### src/rtl/dcache_pkg.sv
// Purpose : shared types and sizing helpers for the direct-mapped data cache.
// Latency : n/a (package only).
// Backpressure : n/a (package only).
package dcache_pkg;

    // Default number of one-word lines.
    localparam int DEF_LINES = 64;

    // Controller states.
    typedef enum logic [1:0] {
        ST_IDLE    = 2'd0,
        ST_WRITE   = 2'd1,
        ST_RD_REQ  = 2'd2,
        ST_RD_WAIT = 2'd3
    } state_t;

    // Registered request. The address is stored word-aligned.
    typedef struct packed {
        logic [31:0] addr;
        logic [3:0]  we;
        logic [31:0] din;
    } req_t;

    // Index width: log2 of the line count.
    function automatic int idx_w(input int lines);
        return $clog2(lines);
    endfunction

    // Tag width: word address bits left over after the index.
    function automatic int tag_w(input int lines);
        return 30 - $clog2(lines);
    endfunction

endpackage

### src/rtl/dcache_line_array.sv
// Purpose : data/tag/valid storage for the cache. It has one byte-masked write port,
//           one async read port for the held request and one async tag lookup port for the incoming address.
// Latency : reads are combinational, and writes take effect at the rising edge.
// Backpressure : none. A write is taken on every cycle that i_wr_en is high.
// Ports   : clk/rst, rd (req_q line: data+tag+valid), lk (incoming line: tag+valid),
//           wr (idx, byte mask, data, tag; always sets valid).
module dcache_line_array
    import dcache_pkg::*;
#(
    parameter int LINES = DEF_LINES,
    parameter int IDX_W = idx_w(LINES),
    parameter int TAG_W = tag_w(LINES)
) (
    input  logic             clk,
    input  logic             rst,
    input  logic [IDX_W-1:0] i_rd_idx,
    output logic [31:0]      o_rd_data,
    output logic [TAG_W-1:0] o_rd_tag,
    output logic             o_rd_vld,
    input  logic [IDX_W-1:0] i_lk_idx,
    output logic [TAG_W-1:0] o_lk_tag,
    output logic             o_lk_vld,
    input  logic             i_wr_en,
    input  logic [IDX_W-1:0] i_wr_idx,
    input  logic [3:0]       i_wr_mask,
    input  logic [31:0]      i_wr_data,
    input  logic [TAG_W-1:0] i_wr_tag
);

    logic [LINES-1:0]  r_vld;
    logic [3:0][7:0]   r_data [LINES];
    logic [TAG_W-1:0]  r_tag  [LINES];

    // Only the valid bits need reset. Data and tag are qualified by them.
    always_ff @(posedge clk or posedge rst) begin
        if (rst) begin
            r_vld <= '0;
        end else if (i_wr_en) begin
            r_vld[i_wr_idx] <= 1'b1;
        end
    end

    always_ff @(posedge clk) begin
        if (i_wr_en) begin
            r_tag[i_wr_idx] <= i_wr_tag;
            for (int b = 0; b < 4; b++) begin
                if (i_wr_mask[b]) begin
                    r_data[i_wr_idx][b] <= i_wr_data[8*b +: 8];
                end
            end
        end
    end

    assign o_rd_data = r_data[i_rd_idx];
    assign o_rd_tag  = r_tag[i_rd_idx];
    assign o_rd_vld  = r_vld[i_rd_idx];
    assign o_lk_tag  = r_tag[i_lk_idx];
    assign o_lk_vld  = r_vld[i_lk_idx];

endmodule

### src/rtl/dcache_ctrl.sv
// Purpose : direct-mapped write-through, no-write-allocate data cache controller with one-word lines.
// Latency : a read hit returns data 1 cycle after acceptance. A miss or a write stalls until the memory handshake completes.
// Backpressure : stall freezes the pipeline. The mem_req_* outputs hold steady until mem_req_ready.
// Ports   : pipeline side dcache_addr/we/re/din -> dcache_dout, stall;
//           memory side mem_req_{valid,ready,rnw,addr,data,mask}, mem_resp_{valid,data}.
module dcache_ctrl
    import dcache_pkg::*;
#(
    parameter int LINES = DEF_LINES
) (
    input  logic        clk,
    input  logic        reset,
    input  logic [31:0] dcache_addr,
    input  logic [3:0]  dcache_we,
    input  logic        dcache_re,
    input  logic [31:0] dcache_din,
    output logic [31:0] dcache_dout,
    output logic        stall,
    output logic        mem_req_valid,
    input  logic        mem_req_ready,
    output logic        mem_req_rnw,
    output logic [31:0] mem_req_addr,
    output logic [31:0] mem_req_data,
    output logic [3:0]  mem_req_mask,
    input  logic        mem_resp_valid,
    input  logic [31:0] mem_resp_data
);

    localparam int IDX_W = idx_w(LINES);
    localparam int TAG_W = tag_w(LINES);

    state_t      r_state;
    state_t      w_state_nxt;
    req_t        r_req;
    logic        r_rd_pend;     // accepted read not yet returned to the pipeline
    logic [31:0] r_dout;

    logic [IDX_W-1:0] w_req_idx, w_in_idx, w_wr_idx;
    logic [TAG_W-1:0] w_req_tag, w_in_tag, w_wr_tag;
    logic [TAG_W-1:0] w_rd_tag, w_lk_tag;
    logic [31:0]      w_rd_data, w_wr_data, w_dout;
    logic [3:0]       w_wr_mask;
    logic             w_rd_vld, w_lk_vld, w_hit, w_is_wr, w_accept;
    logic             w_fill, w_wr_hit, w_wr_en;
    logic             w_unused;

    // The byte offset is ignored. Lane selection happens outside this block.
    assign w_unused  = &{1'b0, dcache_addr[1:0]};

    assign w_req_idx = r_req.addr[IDX_W+1:2];
    assign w_req_tag = r_req.addr[31:IDX_W+2];
    assign w_in_idx  = dcache_addr[IDX_W+1:2];
    assign w_in_tag  = dcache_addr[31:IDX_W+2];
    assign w_is_wr   = |dcache_we;

    // Hit for the held request and hit for the incoming store.
    assign w_hit     = w_rd_vld && (w_rd_tag == w_req_tag);
    assign w_accept  = !stall && (w_is_wr || dcache_re);
    assign w_wr_hit  = w_accept && w_is_wr && w_lk_vld && (w_lk_tag == w_in_tag);

    // A response is only honoured in RD_WAIT, which also drops a response that
    // arrives together with ready in RD_REQ.
    assign w_fill    = (r_state == ST_RD_WAIT) && mem_resp_valid;
    assign w_wr_en   = w_fill || w_wr_hit;
    assign w_wr_idx  = w_fill ? w_req_idx     : w_in_idx;
    assign w_wr_tag  = w_fill ? w_req_tag     : w_in_tag;
    assign w_wr_mask = w_fill ? 4'hF          : dcache_we;
    assign w_wr_data = w_fill ? mem_resp_data : dcache_din;

    dcache_line_array #(
        .LINES (LINES),
        .IDX_W (IDX_W),
        .TAG_W (TAG_W)
    ) u_array (
        .clk       (clk),
        .rst       (reset),
        .i_rd_idx  (w_req_idx),
        .o_rd_data (w_rd_data),
        .o_rd_tag  (w_rd_tag),
        .o_rd_vld  (w_rd_vld),
        .i_lk_idx  (w_in_idx),
        .o_lk_tag  (w_lk_tag),
        .o_lk_vld  (w_lk_vld),
        .i_wr_en   (w_wr_en),
        .i_wr_idx  (w_wr_idx),
        .i_wr_mask (w_wr_mask),
        .i_wr_data (w_wr_data),
        .i_wr_tag  (w_wr_tag)
    );

    // State register
    always_ff @(posedge clk or posedge reset) begin
        if (reset) begin
            r_state <= ST_IDLE;
        end else begin
            r_state <= w_state_nxt;
        end
    end

    // Next-state logic
    always_comb begin
        w_state_nxt = r_state;
        case (r_state)
            ST_IDLE: begin
                // Acceptance needs stall=0, which excludes a pending miss.
                if (w_accept && w_is_wr) begin
                    w_state_nxt = ST_WRITE;
                end else if (r_rd_pend && !w_hit) begin
                    w_state_nxt = ST_RD_REQ;
                end
            end
            ST_WRITE:   if (mem_req_ready)  w_state_nxt = ST_IDLE;
            ST_RD_REQ:  if (mem_req_ready)  w_state_nxt = ST_RD_WAIT;
            ST_RD_WAIT: if (mem_resp_valid) w_state_nxt = ST_IDLE;
            default:    w_state_nxt = ST_IDLE;
        endcase
    end

    // Outputs. Every field comes from state and req_q, so it stays stable while a request waits.
    always_comb begin
        stall         = 1'b0;
        mem_req_valid = 1'b0;
        mem_req_rnw   = 1'b0;
        mem_req_addr  = r_req.addr;
        mem_req_data  = '0;
        mem_req_mask  = '0;
        case (r_state)
            ST_IDLE: begin
                stall = r_rd_pend && !w_hit;
            end
            ST_WRITE: begin
                stall         = 1'b1;
                mem_req_valid = 1'b1;
                mem_req_data  = r_req.din;
                mem_req_mask  = r_req.we;
            end
            ST_RD_REQ: begin
                stall         = 1'b1;
                mem_req_valid = 1'b1;
                mem_req_rnw   = 1'b1;
            end
            ST_RD_WAIT: begin
                stall = 1'b1;
            end
            default: begin
                stall = 1'b0;
            end
        endcase
    end

    // The load word is live only when a pending read hits. Otherwise the last value is held.
    assign w_dout      = (r_state == ST_IDLE && r_rd_pend && w_hit) ? w_rd_data : r_dout;
    assign dcache_dout = w_dout;

    always_ff @(posedge clk or posedge reset) begin
        if (reset) begin
            r_req     <= '0;
            r_rd_pend <= 1'b0;
            r_dout    <= '0;
        end else begin
            r_dout <= w_dout;
            if (w_accept) begin
                r_req.addr <= {dcache_addr[31:2], 2'b00};
                r_req.we   <= dcache_we;
                r_req.din  <= dcache_din;
                r_rd_pend  <= !w_is_wr;
            end else if (!stall) begin
                r_rd_pend  <= 1'b0;
            end
        end
    end

endmodule

### config.mk
export PLATFORM = sky130hd
export DESIGN_NAME = dcache_ctrl
export DESIGN_NICKNAME = d
export VERILOG_FILES = /design/src/rtl/dcache_pkg.sv /design/src/rtl/dcache_line_array.sv /design/src/rtl/dcache_ctrl.sv
export SDC_FILE = /design/constraint.sdc
export NUM_CORES = 2
export LEC_CHECK = 0
export CORE_AREA = 3 3 1039 524
export CTS_CLUSTER_DIAMETER = 30
export CTS_CLUSTER_SIZE = 20
export DETAILED_ROUTE_END_ITERATION = 6
export DIE_AREA = 0 0 1042 527
export PLACE_DENSITY = 0.5
export SLEW_MARGIN = 10
export SYNTH_ARGS = -nofsm -noshare
export SYNTH_HDL_FRONTEND = slang
export SYNTH_SLANG_ARGS = --single-unit
### constraint.sdc
create_clock -name clk -period 7.2 [get_ports clk]
set_clock_uncertainty 0.1 [all_clocks]
set_input_delay 1.44 -clock clk [delete_from_list [all_inputs] [get_ports clk]]
set_output_delay 1.44 -clock clk [all_outputs]
set_load 0.01 [all_outputs]
==> reports/results.ini <==
[status]
outcome=finished, violations left
violations=negative setup slack

[worst_setup_path]
worstSetupPathType=reg2out
cp-start-kind=flip-flop
crit_path_top_delay_cell=o41a_4
crit_required_ns=5.66
r2r_slack_ns=1.28
ff2ff_path_depth=22
path_cells=buf_12 > buf_16 > buf_4 > buf_12 > buf_16 > mux4_2 > o221ai_2 > nand4_1 > xnor2_2 > nand2_2 > o41a_4 > nor4_4 > buf_4 > nand2_8 > buf_4 > buf_16 > mux2_4 > buf_6
rr_startpoint=mem_req_addr[2]
endpoint_kind=output port
critPathArrivalTime_ns=5.81
critPathMaxFanout=19
worstReg2RegEnd=u_array.r_data[56][9]
max_stage_delay_ns=0.56

[hold_path]
min_from=u_array.r_vld[24]
hp-class=reg2reg
min_to=u_array.r_vld[24]
worstHoldPathCells=2

[timing]
finalSetupViolCount=32
max_freq_mhz=136
finalCritPeriodShare=1.02
slew_viol_final=0
period_needed_ns=7.35
fin_ws_ns=-0.153
rsz0062_at_grt=true
worstMarginPinSlew_ns=1.28
max_slew_margin=0.142
hold_violations=0

[floorplan]
die_w_um=1040
initial_core_util=0.300
die-area_um2=549000
ioPinCount=208
core_area_um2=535000
dieHeight_um=527
num_rows=190

[pwr]
vdd_drop_max_uv=266
total_power_mw=59.2
p_leak_nw=64.7
power_density_nw_per_um2=292

[clocking]
cts_buffers=620
clk_pin_slew_worst_paths_ns=0.05
cts_tree=yes
cts_sinks=3749
htreeDepth=6
clock_latency_ns=1.10
cts_buffer_depth=4
root_buffer=clkbuf_16

[global_route]
grt_max_degree=109
grt_pass1_wl_um=791000
overflow=0
grt_pass1_vias=94100
grt_antenna_before_repair=37
grt_usage=0.204

[synthesis]
synth_ff_type=edfxtp_1
seq_area_frac_synth=0.697
synthCells=8124
yosys_warnings=0
synth_area_um2=160000
async_reset_ff_frac=0.0440
ys_ff_latch=3749
synth_cell_types=81
synth_edf_count=3584
synth.avg_cell_area_um2=19.7

[routing]
wl_per_cell_um=33.9
routed_wl_um=579000
dr.pass1.iters=6
ant_nets=0
drc=0
drt-initial-drc-count=11600
vias=93100
vias_per_cell=5.45

[finish]
final_util=0.378
nets=9466
final_layout_size_suffix_gt1_frac=0.375
syn_to_final_growth_pct=26.2

[run]
drv_cap=0

[place]
io_buffers=203
routabilityCongestion=0.914
dp_hpwl_um=368000

## critical path, delay by kind of cell (launching register included)
family          cells  cell delay [ns]
flops               1             0.45
xor+xnor            1             0.24
simple gates        4             0.81
buf+inv             9             1.46
compound gates      2             0.80
mux                 2             0.85
## report_power, final
group          total, mW  internal (mW)  leakage, nW  switching (mW)
Combinational       3.60          0.706         20.1            2.89
Clock               30.7           19.5         10.4            11.2
Sequential          24.9           24.9         34.2          0.0264
Total               59.2           45.1         64.7            14.1
## final cells by class
| type | count | area [um2] |
|---|---|---|
| fill | 48700 | 333000 |
| sequential | 3749 | 112000 |
| multi-input combinational | 3683 | 46600 |
| clock buffer | 693 | 16100 |
| timing repair buffer | 1220 | 13200 |
| tap | 7200 | 9010 |
| clock inverter | 448 | 5450 |
| inverter | 83 | 333 |
| antenna | 16 | 40.0 |
## cells by family (layout without fill, tap and decap cells)
logic type | after synthesis | after routing | share of synthesized area
AO/OA/AOI/OAI | 642 | 642 | 0.0288
XOR/XNOR | 53 | 53 | 0.00289
adder cells (fa/ha/maj) | 4 | 4 | 0.000312
buffers and inverters | 693 | 2444 | 0.0217
flip-flops | 3749 | 3749 | 0.697
multiplexers | 1848 | 1848 | 0.215
other | 1 | 18 | 0.0000234
AND/OR/NAND/NOR | 1134 | 1134 | 0.0343
## sequential cells by signal (all words and copies together) (netlist names)
name,flops
u_array.r_vld,64
u_array.r_tag,1536
mem_req_addr,30
r_rd_pend,1
u_array.r_data,2048
r_state,2
r_req,36
r_dout,32
## layer usage
layer	routed length, um	vias to the layer above	global-route usage
met5	58	-	0
met4	26200	8	0.0826
met3	46400	1082	0.0417
met2	273000	4625	0.329
met1	234000	50300	0.272
li1	-	37000	-
## how the worst max path moves through the flow
stage,from,end,depth (start not counted)
2_1_floorplan,dcache_addr[2],u_array.r_tag[29][0],17
3_3_place_gp,mem_req_addr[5],dcache_dout[12],13
3_5_place_dp,mem_req_addr[3],dcache_dout[12],16
4_1_cts,mem_req_addr[2],dcache_dout[18],19
5_1_grt,mem_req_addr[2],dcache_dout[29],21
6_report,mem_req_addr[2],dcache_dout[29],18
## cells in the mapped netlist, drive strengths merged, types with 83 or more instances
master  number  area, um2
a22oi      217       1630
buf        356       2220
clkbuf     254        953
dfrtp      165       4130
edfxtp    3584     108000
mux2       114       1280
mux2i      462       4620
mux4      1272      28600
nand2      379       1420
nand3      118        591
nor3       341       1710
o22ai       83        533
## through the flow
| step | std cells | TNS [ns] | setup WS [ns] | area [um2] | hold slack, ns |
|---|---|---|---|---|---|
| floorplan | 8125 | 0 | 0.0955 | 160000 | 0.341 |
| global placement | 15800 | -9.82 | -0.375 | 178000 | 0.360 |
| detailed placement | 15800 | -6.81 | -0.279 | 178000 | 0.365 |
| CTS | 17100 | -3.02 | -0.195 | 202000 | 0.378 |
| global route | 17100 | -6.50 | -0.257 | 202000 | 0.398 |
| finish | 17100 | -3.42 | -0.153 | 202000 | 0.375 |
## placed cells by master, fill, tap and decap left out, types with 24 or more instances in the layout
cell / instances
nand2b_1: 26
and2_1: 46
bufinv_16: 89
clkbuf_16: 634
a22oi_1: 203
nor2_1: 51
dfrtp_1: 159
o21ai_0: 26
buf_4: 746
inv_6: 57
clkinvlp_4: 65
clkbuf_1: 51
clkinv_4: 56
nand3_1: 113
mux2i_1: 455
o22ai_1: 76
clkinv_1: 64
inv_1: 74
a21oi_1: 51
nand4_1: 28
clkdlybuf4s50_1: 165
buf_12: 205
mux2_2: 48
buf_16: 25
o31ai_1: 69
a221oi_1: 30
nor2b_1: 26
a31oi_1: 28
buf_6: 53
mux2_4: 29
clkinv_2: 83
nor3_1: 273
edfxtp_1: 3584
nor3_2: 65
nand2_1: 317
xor2_1: 25
nand2_2: 46
mux2_1: 37
xnor2_1: 24
mux4_2: 1272
## timing repair
action,CTS,global route
hold buffers,0,0
gates resized for setup,299,65
pin swaps,22,21
cloned,19,3
endpoints found under the setup margin,33,32
hold endpoints to repair,0,0
setup buffers,69,13
Power figures use the tool's default switching activity.
